**src/rtl/mp3_decoder_top_if.sv**
```systemverilog
// mp3_decoder_top_if: bitstream byte handshake plus the side-info RAM write port.
// The decoder connects through the slave modport; the byte source and RAM side use master.
interface mp3_decoder_top_if;
    logic [7:0]  bs_data;
    logic        bs_valid;
    logic        bs_ready;
    logic        ram0_we;
    logic [1:0]  ram0_address;
    logic [15:0] ram0_datain;

    modport master (output bs_data, bs_valid,
                    input  bs_ready, ram0_we, ram0_address, ram0_datain);
    modport slave  (input  bs_data, bs_valid,
                    output bs_ready, ram0_we, ram0_address, ram0_datain);
endinterface

```
**src/rtl/mp3_decoder_top.sv**
```systemverilog
// mp3_decoder_top: MP3 layer III frame sync, header check and side-info extraction to ram0.
// Optional DEBUG_HUFF_EN exposes the state register and a frame counter on the dbg_* ports.
//
//  state        | meaning
//  IDLE         | wait for a frame credit (1152 sample ticks) and module_en
//  SYNC1        | hunt for 0xFF
//  SYNC2        | check sync tail, ID and layer; latch protection bit
//  HDR3         | reject bad bitrate / samplerate index
//  HDR4         | latch channel mode
//  CRC          | drop the two CRC bytes
//  FRAME_START  | one cycle: consume credit, count frame, HUFF_done low
//  SI_HDR       | skip main_data_begin, private bits, scfsi
//  SI_FIELDS    | read part2_3_length .. window_switching_flag
//  SI_TAIL      | read block_type/mixed or skipped bits, plus 3 trailing bits
//  SI_NEXT      | advance granule/channel or finish the frame
//  WRITE        | one-cycle ram0 write of the packed side-info word
module mp3_decoder_top (
    input  logic              MASTER_CLOCK_I,
    input  logic              global_rst_n,
    input  logic              module_en,
    input  logic              sample_clk,
    mp3_decoder_top_if.slave  bus,
    output logic              ETH_done,
    output logic              HUFF_done,
    output logic [3:0]        dbg_state,
    output logic [15:0]       dbg_frame_count
);
    typedef enum logic [3:0] {
        IDLE        = 4'd0,
        SYNC1       = 4'd1,
        SYNC2       = 4'd2,
        HDR3        = 4'd3,
        HDR4        = 4'd4,
        CRC         = 4'd5,
        FRAME_START = 4'd6,
        SI_HDR      = 4'd7,
        SI_FIELDS   = 4'd8,
        SI_TAIL     = 4'd9,
        SI_NEXT     = 4'd10,
        WRITE       = 4'd11
    } state_t;

    state_t      state;
    logic [2:0]  sc_sync;
    logic        sc_rise;
    logic [10:0] sample_cnt;
    logic        sample_wrap;
    logic        credit;
    logic        mono;
    logic        prot;
    logic        crc_left;
    logic        gr;
    logic        ch;
    logic        last_gc;
    logic [7:0]  cur_byte;
    logic [3:0]  bit_left;
    logic [5:0]  field_cnt;
    logic [11:0] acc;
    logic [12:0] acc_nxt;
    logic [7:0]  gg;
    logic [3:0]  sfc;
    logic        wsf;
    logic [1:0]  bt;
    logic        mx;
    logic        byte_state;

    assign sc_rise     = sc_sync[1] & ~sc_sync[2];
    assign sample_wrap = sc_rise && (sample_cnt == 11'd1151);
    assign acc_nxt     = {acc, cur_byte[7]};
    assign last_gc     = gr && (mono || ch);

    // Sample counting runs regardless of module_en; a wrap in the FRAME_START cycle wins.
    always_ff @(posedge MASTER_CLOCK_I or posedge global_rst_n) begin
        if (global_rst_n) begin
            sc_sync    <= 3'b000;
            sample_cnt <= 11'd0;
            credit     <= 1'b1;
        end else begin
            sc_sync <= {sc_sync[1:0], sample_clk};
            if (sc_rise)
                sample_cnt <= sample_wrap ? 11'd0 : sample_cnt + 11'd1;
            if (sample_wrap)
                credit <= 1'b1;
            else if (module_en && state == FRAME_START)
                credit <= 1'b0;
        end
    end

    always_comb begin
        byte_state = 1'b0;
        case (state)
            SYNC1, SYNC2, HDR3, HDR4, CRC:  byte_state = 1'b1;
            SI_HDR, SI_FIELDS, SI_TAIL:     byte_state = (bit_left == 4'd0);
            default:                        byte_state = 1'b0;
        endcase
    end

    assign bus.bs_ready = module_en && byte_state;

    always_ff @(posedge MASTER_CLOCK_I or posedge global_rst_n) begin
        if (global_rst_n) begin
            state            <= IDLE;
            mono             <= 1'b0;
            prot             <= 1'b1;
            crc_left         <= 1'b0;
            gr               <= 1'b0;
            ch               <= 1'b0;
            cur_byte         <= 8'd0;
            bit_left         <= 4'd0;
            field_cnt        <= 6'd0;
            acc              <= 12'd0;
            gg               <= 8'd0;
            sfc              <= 4'd0;
            wsf              <= 1'b0;
            bt               <= 2'd0;
            mx               <= 1'b0;
            bus.ram0_we      <= 1'b0;
            bus.ram0_address <= 2'd0;
            bus.ram0_datain  <= 16'd0;
            ETH_done         <= 1'b1;
            HUFF_done        <= 1'b1;
        end else begin
            bus.ram0_we <= 1'b0;
            if (module_en) begin
                case (state)
                    IDLE: if (credit) begin
                        state    <= SYNC1;
                        ETH_done <= 1'b0;
                    end
                    SYNC1: if (bus.bs_valid && bus.bs_data == 8'hFF)
                        state <= SYNC2;
                    SYNC2: if (bus.bs_valid) begin
                        if (bus.bs_data[7:5] == 3'b111 && bus.bs_data[3] && bus.bs_data[2:1] == 2'b01) begin
                            prot  <= bus.bs_data[0];
                            state <= HDR3;
                        end else if (bus.bs_data != 8'hFF) begin
                            state <= SYNC1;
                        end
                    end
                    HDR3: if (bus.bs_valid) begin
                        if (bus.bs_data[7:4] == 4'd0 || bus.bs_data[7:4] == 4'd15 || bus.bs_data[3:2] == 2'd3)
                            state <= SYNC1;
                        else
                            state <= HDR4;
                    end
                    HDR4: if (bus.bs_valid) begin
                        mono     <= (bus.bs_data[7:6] == 2'b11);
                        crc_left <= 1'b1;
                        if (prot) begin
                            state     <= FRAME_START;
                            HUFF_done <= 1'b0;
                        end else begin
                            state <= CRC;
                        end
                    end
                    CRC: if (bus.bs_valid) begin
                        if (crc_left) begin
                            crc_left <= 1'b0;
                        end else begin
                            state     <= FRAME_START;
                            HUFF_done <= 1'b0;
                        end
                    end
                    FRAME_START: begin
                        state     <= SI_HDR;
                        field_cnt <= mono ? 6'd18 : 6'd20;
                        bit_left  <= 4'd0;
                        gr        <= 1'b0;
                        ch        <= 1'b0;
                    end
                    SI_HDR, SI_FIELDS, SI_TAIL: begin
                        if (bit_left == 4'd0) begin
                            if (bus.bs_valid) begin
                                cur_byte <= bus.bs_data;
                                bit_left <= 4'd8;
                            end
                        end else begin
                            cur_byte  <= {cur_byte[6:0], 1'b0};
                            bit_left  <= bit_left - 4'd1;
                            acc       <= acc_nxt[11:0];
                            field_cnt <= field_cnt - 6'd1;
                            // third tail bit completes block_type + mixed_block_flag
                            if (state == SI_TAIL && field_cnt == 6'd23) begin
                                bt <= acc_nxt[2:1];
                                mx <= acc_nxt[0];
                            end
                            if (field_cnt == 6'd1) begin
                                if (state == SI_HDR) begin
                                    state     <= SI_FIELDS;
                                    field_cnt <= 6'd34;
                                end else if (state == SI_FIELDS) begin
                                    state     <= SI_TAIL;
                                    field_cnt <= 6'd25;
                                    gg        <= acc_nxt[12:5];
                                    sfc       <= acc_nxt[4:1];
                                    wsf       <= acc_nxt[0];
                                end else begin
                                    state            <= WRITE;
                                    bus.ram0_we      <= 1'b1;
                                    bus.ram0_address <= {gr, ch};
                                    bus.ram0_datain  <= {gg, sfc, wsf, wsf ? bt : 2'b00, wsf ? mx : 1'b0};
                                    if (last_gc)
                                        ETH_done <= 1'b1;
                                end
                            end
                        end
                    end
                    WRITE: state <= SI_NEXT;
                    SI_NEXT: begin
                        if (last_gc) begin
                            state     <= IDLE;
                            HUFF_done <= 1'b1;
                        end else begin
                            if (!mono && !ch) begin
                                ch <= 1'b1;
                            end else begin
                                gr <= 1'b1;
                                ch <= 1'b0;
                            end
                            state     <= SI_FIELDS;
                            field_cnt <= 6'd34;
                        end
                    end
                    default: state <= IDLE;
                endcase
            end
        end
    end

`ifdef DEBUG_HUFF_EN
    logic [15:0] frame_cnt;

    always_ff @(posedge MASTER_CLOCK_I or posedge global_rst_n) begin
        if (global_rst_n)
            frame_cnt <= 16'd0;
        else if (module_en && state == FRAME_START)
            frame_cnt <= frame_cnt + 16'd1;
    end

    assign dbg_state       = state;
    assign dbg_frame_count = frame_cnt;
`else
    assign dbg_state       = 4'd0;
    assign dbg_frame_count = 16'd0;
`endif
endmodule

```
**src/flat_wrapper.sv**
```systemverilog
// flat-port wrapper written by rule: the top's interface ports become plain ports
module mp3_decoder_top_flat 
  (MASTER_CLOCK_I, global_rst_n, module_en, sample_clk, ETH_done, HUFF_done, dbg_state, dbg_frame_count, bus_bs_data, bus_bs_valid, bus_bs_ready, bus_ram0_we, bus_ram0_address, bus_ram0_datain);
  mp3_decoder_top_if bus_i ();
  input  logic MASTER_CLOCK_I;
  input  logic global_rst_n;
  input  logic module_en;
  input  logic sample_clk;
  output logic ETH_done;
  output logic HUFF_done;
  output logic [3:0] dbg_state;
  output logic [15:0] dbg_frame_count;
  input wire logic [$bits(bus_i.bs_data)-1:0] bus_bs_data;
  input wire logic [$bits(bus_i.bs_valid)-1:0] bus_bs_valid;
  output wire logic [$bits(bus_i.bs_ready)-1:0] bus_bs_ready;
  output wire logic [$bits(bus_i.ram0_we)-1:0] bus_ram0_we;
  output wire logic [$bits(bus_i.ram0_address)-1:0] bus_ram0_address;
  output wire logic [$bits(bus_i.ram0_datain)-1:0] bus_ram0_datain;
  assign bus_i.bs_data = bus_bs_data;
  assign bus_i.bs_valid = bus_bs_valid;
  assign bus_bs_ready = bus_i.bs_ready;
  assign bus_ram0_we = bus_i.ram0_we;
  assign bus_ram0_address = bus_i.ram0_address;
  assign bus_ram0_datain = bus_i.ram0_datain;
  mp3_decoder_top u_core (.MASTER_CLOCK_I(MASTER_CLOCK_I), .global_rst_n(global_rst_n), .module_en(module_en), .sample_clk(sample_clk), .bus(bus_i), .ETH_done(ETH_done), .HUFF_done(HUFF_done), .dbg_state(dbg_state), .dbg_frame_count(dbg_frame_count));
endmodule
```
**config.mk**
```make
export PLATFORM = sky130hd
export DESIGN_NAME = mp3_decoder_top_flat
export DESIGN_NICKNAME = d
export VERILOG_FILES = /design/src/rtl/mp3_decoder_top_if.sv /design/src/rtl/mp3_decoder_top.sv /design/src/flat_wrapper.sv
export SDC_FILE = /design/constraint.sdc
export NUM_CORES = 1
export LEC_CHECK = 0
export CAP_MARGIN = 10
export CORE_MARGIN = 2
export CORE_UTILIZATION = 60
export DETAILED_ROUTE_END_ITERATION = 8
export DONT_BUFFER_PORTS = 1
export GPL_ROUTABILITY_DRIVEN = 0
export PLACE_DENSITY = 0.87
export SLEW_MARGIN = 20
export SYNTH_ARGS = -nofsm -noshare
export SYNTH_HDL_FRONTEND = slang
export SYNTH_SLANG_ARGS = --single-unit
```
**constraint.sdc**
```tcl
create_clock -name MASTER_CLOCK_I -period 4.65 [get_ports MASTER_CLOCK_I]
set_input_delay 1.395 -clock MASTER_CLOCK_I [delete_from_list [all_inputs] [get_ports MASTER_CLOCK_I]]
set_output_delay 1.395 -clock MASTER_CLOCK_I [all_outputs]
set_load 0.005 [all_outputs]
```
==> results by group <==
Critical path
  – FF-to-FF setup slack: 2.00 ns
  – CP Max Fanout: 13
  – CP cell instances: inv_1 > ha_1 > or3b_1 > nand2_1 > a21oi_1 > o21ai_0 > and2_1
  – Reg2reg start: u_core.bit_left[0]
  – Crit path arrival time: 2.26 ns
  – Max stage delay on crit path: 0.63 ns
  – CP Launch Type: flop
  – Required time worst endpoint: 3.25 ns
  – Crit. End Element: output pin
  – Crit path max-delay cell type: or3b_1
  – Crit path kind: flop to output pin
  – RR Endpoint: u_core.sfc[2]
  – Reg2reg path depth: 6

Hold path
  – Hold path depth: 0
  – Hold path start: u_core.sc_sync[0]
  – Hold endpoint: u_core.sc_sync[1]
  – Hold Path Class: flop to flop

Yosys
  – EDFF count, synth: 0
  – Top-count cell post-synth: nand2_1
  – Syn avg cell area: 9.93 um2
  – Share of the synthesized area in the top cell type: 48.1%
  – Yosys top cell by area: dfrtp_1
  – Ranking of synthesized cells by area: dfrtp_1, nand2_1, mux2_1
  – Syn Inst Count: 456
  – Post-synth cell types: 54
  – FFs w/ async S/R, synth: 100%
  – Register area share after synthesis: 50.4%
  – Synthesized area: 0.00453 mm2
  – Number of synthesized register bits: 91
  – Leading cell types by count after synthesis: nand2_1, dfrtp_1, nor2_1
  – Most used DFF post-synth: dfrtp_1
  – Ys Warns: 0

Timing
  – Worst Clk Skew: 0.0127 ns
  – Setup-failing EPs final: 0
  – Fmax: 274 MHz
  – Worst-Margin Slew: 0.942 ns
  – Max-slew violation total from the final report: 0
  – RSZ-0062 raised after global routing: no
  – Min Tclk post-route: approximately 3.7 ns
  – Slew headroom: 36.7%
  – Setup TNS: 0 ns
  – Fin. Hold Viols: 0
  – Tcrit/Tclk final: 78.5%

Drt
  – Vias: 3,265
  – Vias per std cell: 5.90
  – Drc violations: 0
  – Pre-Repair DR Iteration Count: 5
  – Final wirelength: 8.51 mm
  – DR iter-0 viols: 277
  – Antenna Violating Nets Remaining: 0
  – WL per Instance: 15.4 um

Place
  – Placed Area: approximately 0.0045 mm2
  – HPWL Detailed: about 6.0 mm
  – Port bufs: 0

Final layout
  – Util after Layout: 64.3%
  – Diode count: 0
  – Design area: about 0.0047 mm2
  – Nets: 467
  – Share of cells above drive strength 1: 9.25%
  – Layout area overhead: 3.48%

Global routing
  – Pin count of the biggest net entering global routing: 38
  – Remaining global-route overflow: 0
  – Vias in the first global route: 3,148
  – First-pass GRT wire length: 14.6 mm
  – All-Layer GR Usage: about 22%
  – Initial antenna violation count: 0

Die
  – Initial Util: 62.1%
  – Core area: about 0.0073 mm2
  – # rows: 31
  – Die Y: 90.9 um
  – # IOs: 55
  – Die area: 0.00826 mm2
  – Die W: 90.9 um

Clocking
  – CTS tree: done
  – Clock transition at path regs: 0.10 ns
  – Total CTS buffers: 9
  – Root Buffer: clkbuf_8
  – Clk buf depth: 2
  – Post-CTS Resized: 0
  – CTS Hold Bufs: 0
  – CTS sink cnt: 91
  – Max H-tree Level: 3
  – Setup Fix Bufs, Post-CTS: 0
  – Clock latency on the worst-skew pair: ~0.37 ns

Pwr
  – Tot Pwr: 2.43 mW
  – Reg power frac: 47.2%
  – Internal: ~1.5 mW
  – P_sw: approximately 0.96 mW
  – VDD IR-drop max: 0.343 mV
  – Pwr dens: between 500 and 600 mW/mm2
  – Comb pwr share: 31.8%
  – Leak Pwr: 2.27 nW
  – Clock power share: a little over a fifth
  – Switching fraction of total power: roughly two fifths

Flow run
  – # Max-Cap Violations: 0

Status
  – Run status: finished, final reports clean
sequential cells by signal, summed over array words and instances, names as in the netlist, 4 cells and up:
register	cells
u_core.cur_byte	8
u_core.gg	8
u_core.state	4
u_core.sample_cnt	11
u_core.bit_left	4
u_core.bus.ram0_datain	16
u_core.field_cnt	6
u_core.acc	12
u_core.sfc	4
per-stage QoR:
step	hold slack, ns	setup slack (ns)	instances
finish	0.369	0.998	553
detailed placement	0.345	1.40	537
CTS	0.371	0.989	553
floorplan	0.331	0.898	475
global placement	0.334	1.48	537
global route	0.375	0.750	553
power groups by stage:
stage	clock [mW]	combinational, mW	sequential (mW)
5_1_grt	0.544	0.878	1.17
3_5_place_dp	0	0.763	1.16
6_report	0.509	0.773	1.15
3_3_place_gp	0	0.730	1.14
4_1_cts	0.517	0.769	1.14
2_1_floorplan	0	0.713	1.05
worst max-delay path by stage:
stage                          to          startpoint
floorplan           u_core.acc[0]        global_rst_n
global placement     bus_bs_ready  u_core.bit_left[0]
detailed placement   bus_bs_ready  u_core.bit_left[0]
finish               bus_bs_ready  u_core.bit_left[0]
global route         bus_bs_ready  u_core.bit_left[0]
CTS                  bus_bs_ready  u_core.bit_left[0]
metal layers:
metal  part of all wire [%]  track usage (%)  vias to the layer above
met4                    1.4             8.59                        0
met5                      0                0                        -
met3                    6.1             4.59                       13
met2                     48             34.6                      121
met1                     44             30.1                     1599
li1                       -                -                     1532
kinds of logic (layout without fill, tap and decap cells):
kind of cell               Yosys count  count (layout)  synth area share [%]
adders and majority gates            5               5                  1.38
DFF                                 91              91                  50.4
other                                1              20                0.0828
xor gates and xnor gates             9               9                  1.74
muxes                               41              41                  9.95
buffers and inverters               52              31                  6.44
AOI/OAI and AO/OA                   76              76                  11.0
and+or+nand+nor                    181             181                  19.0
area by class of cell:
class,instances,area [um2]
inverters,12,46.3
multi-input cells,332,2030
repair buffers,3,22.5
clock inverters,6,57.6
flip-flops and latches,91,2280
well taps,99,124
clock buffers,10,128
fillers,604,2610
worst max-delay path, delay by kind of cell (launching register included):
family	cells	cell delay [ns]
simple gates	3	0.95
flops	1	0.41
compound gates	2	0.24
fa+ha+maj	1	0.21
buf+inv	1	0.06
layout by cell type, fill, tap and decap left out, types with 5 or more instances in the layout:
cell,n
nand2_1,95
dfrtp_1,87
nor2_1,28
o21ai_0,22
conb_1,20
mux2_1,16
mux2_2,16
a21oi_1,14
inv_1,11
nand3_1,10
nor3_1,9
mux2i_1,9
clkbuf_8,9
nand4_1,8
nand2b_1,7
o21ai_1,6
xnor2_1,6
a32o_1,5
ha_1,5
Note: power is estimated with default switching activity, not from simulation.
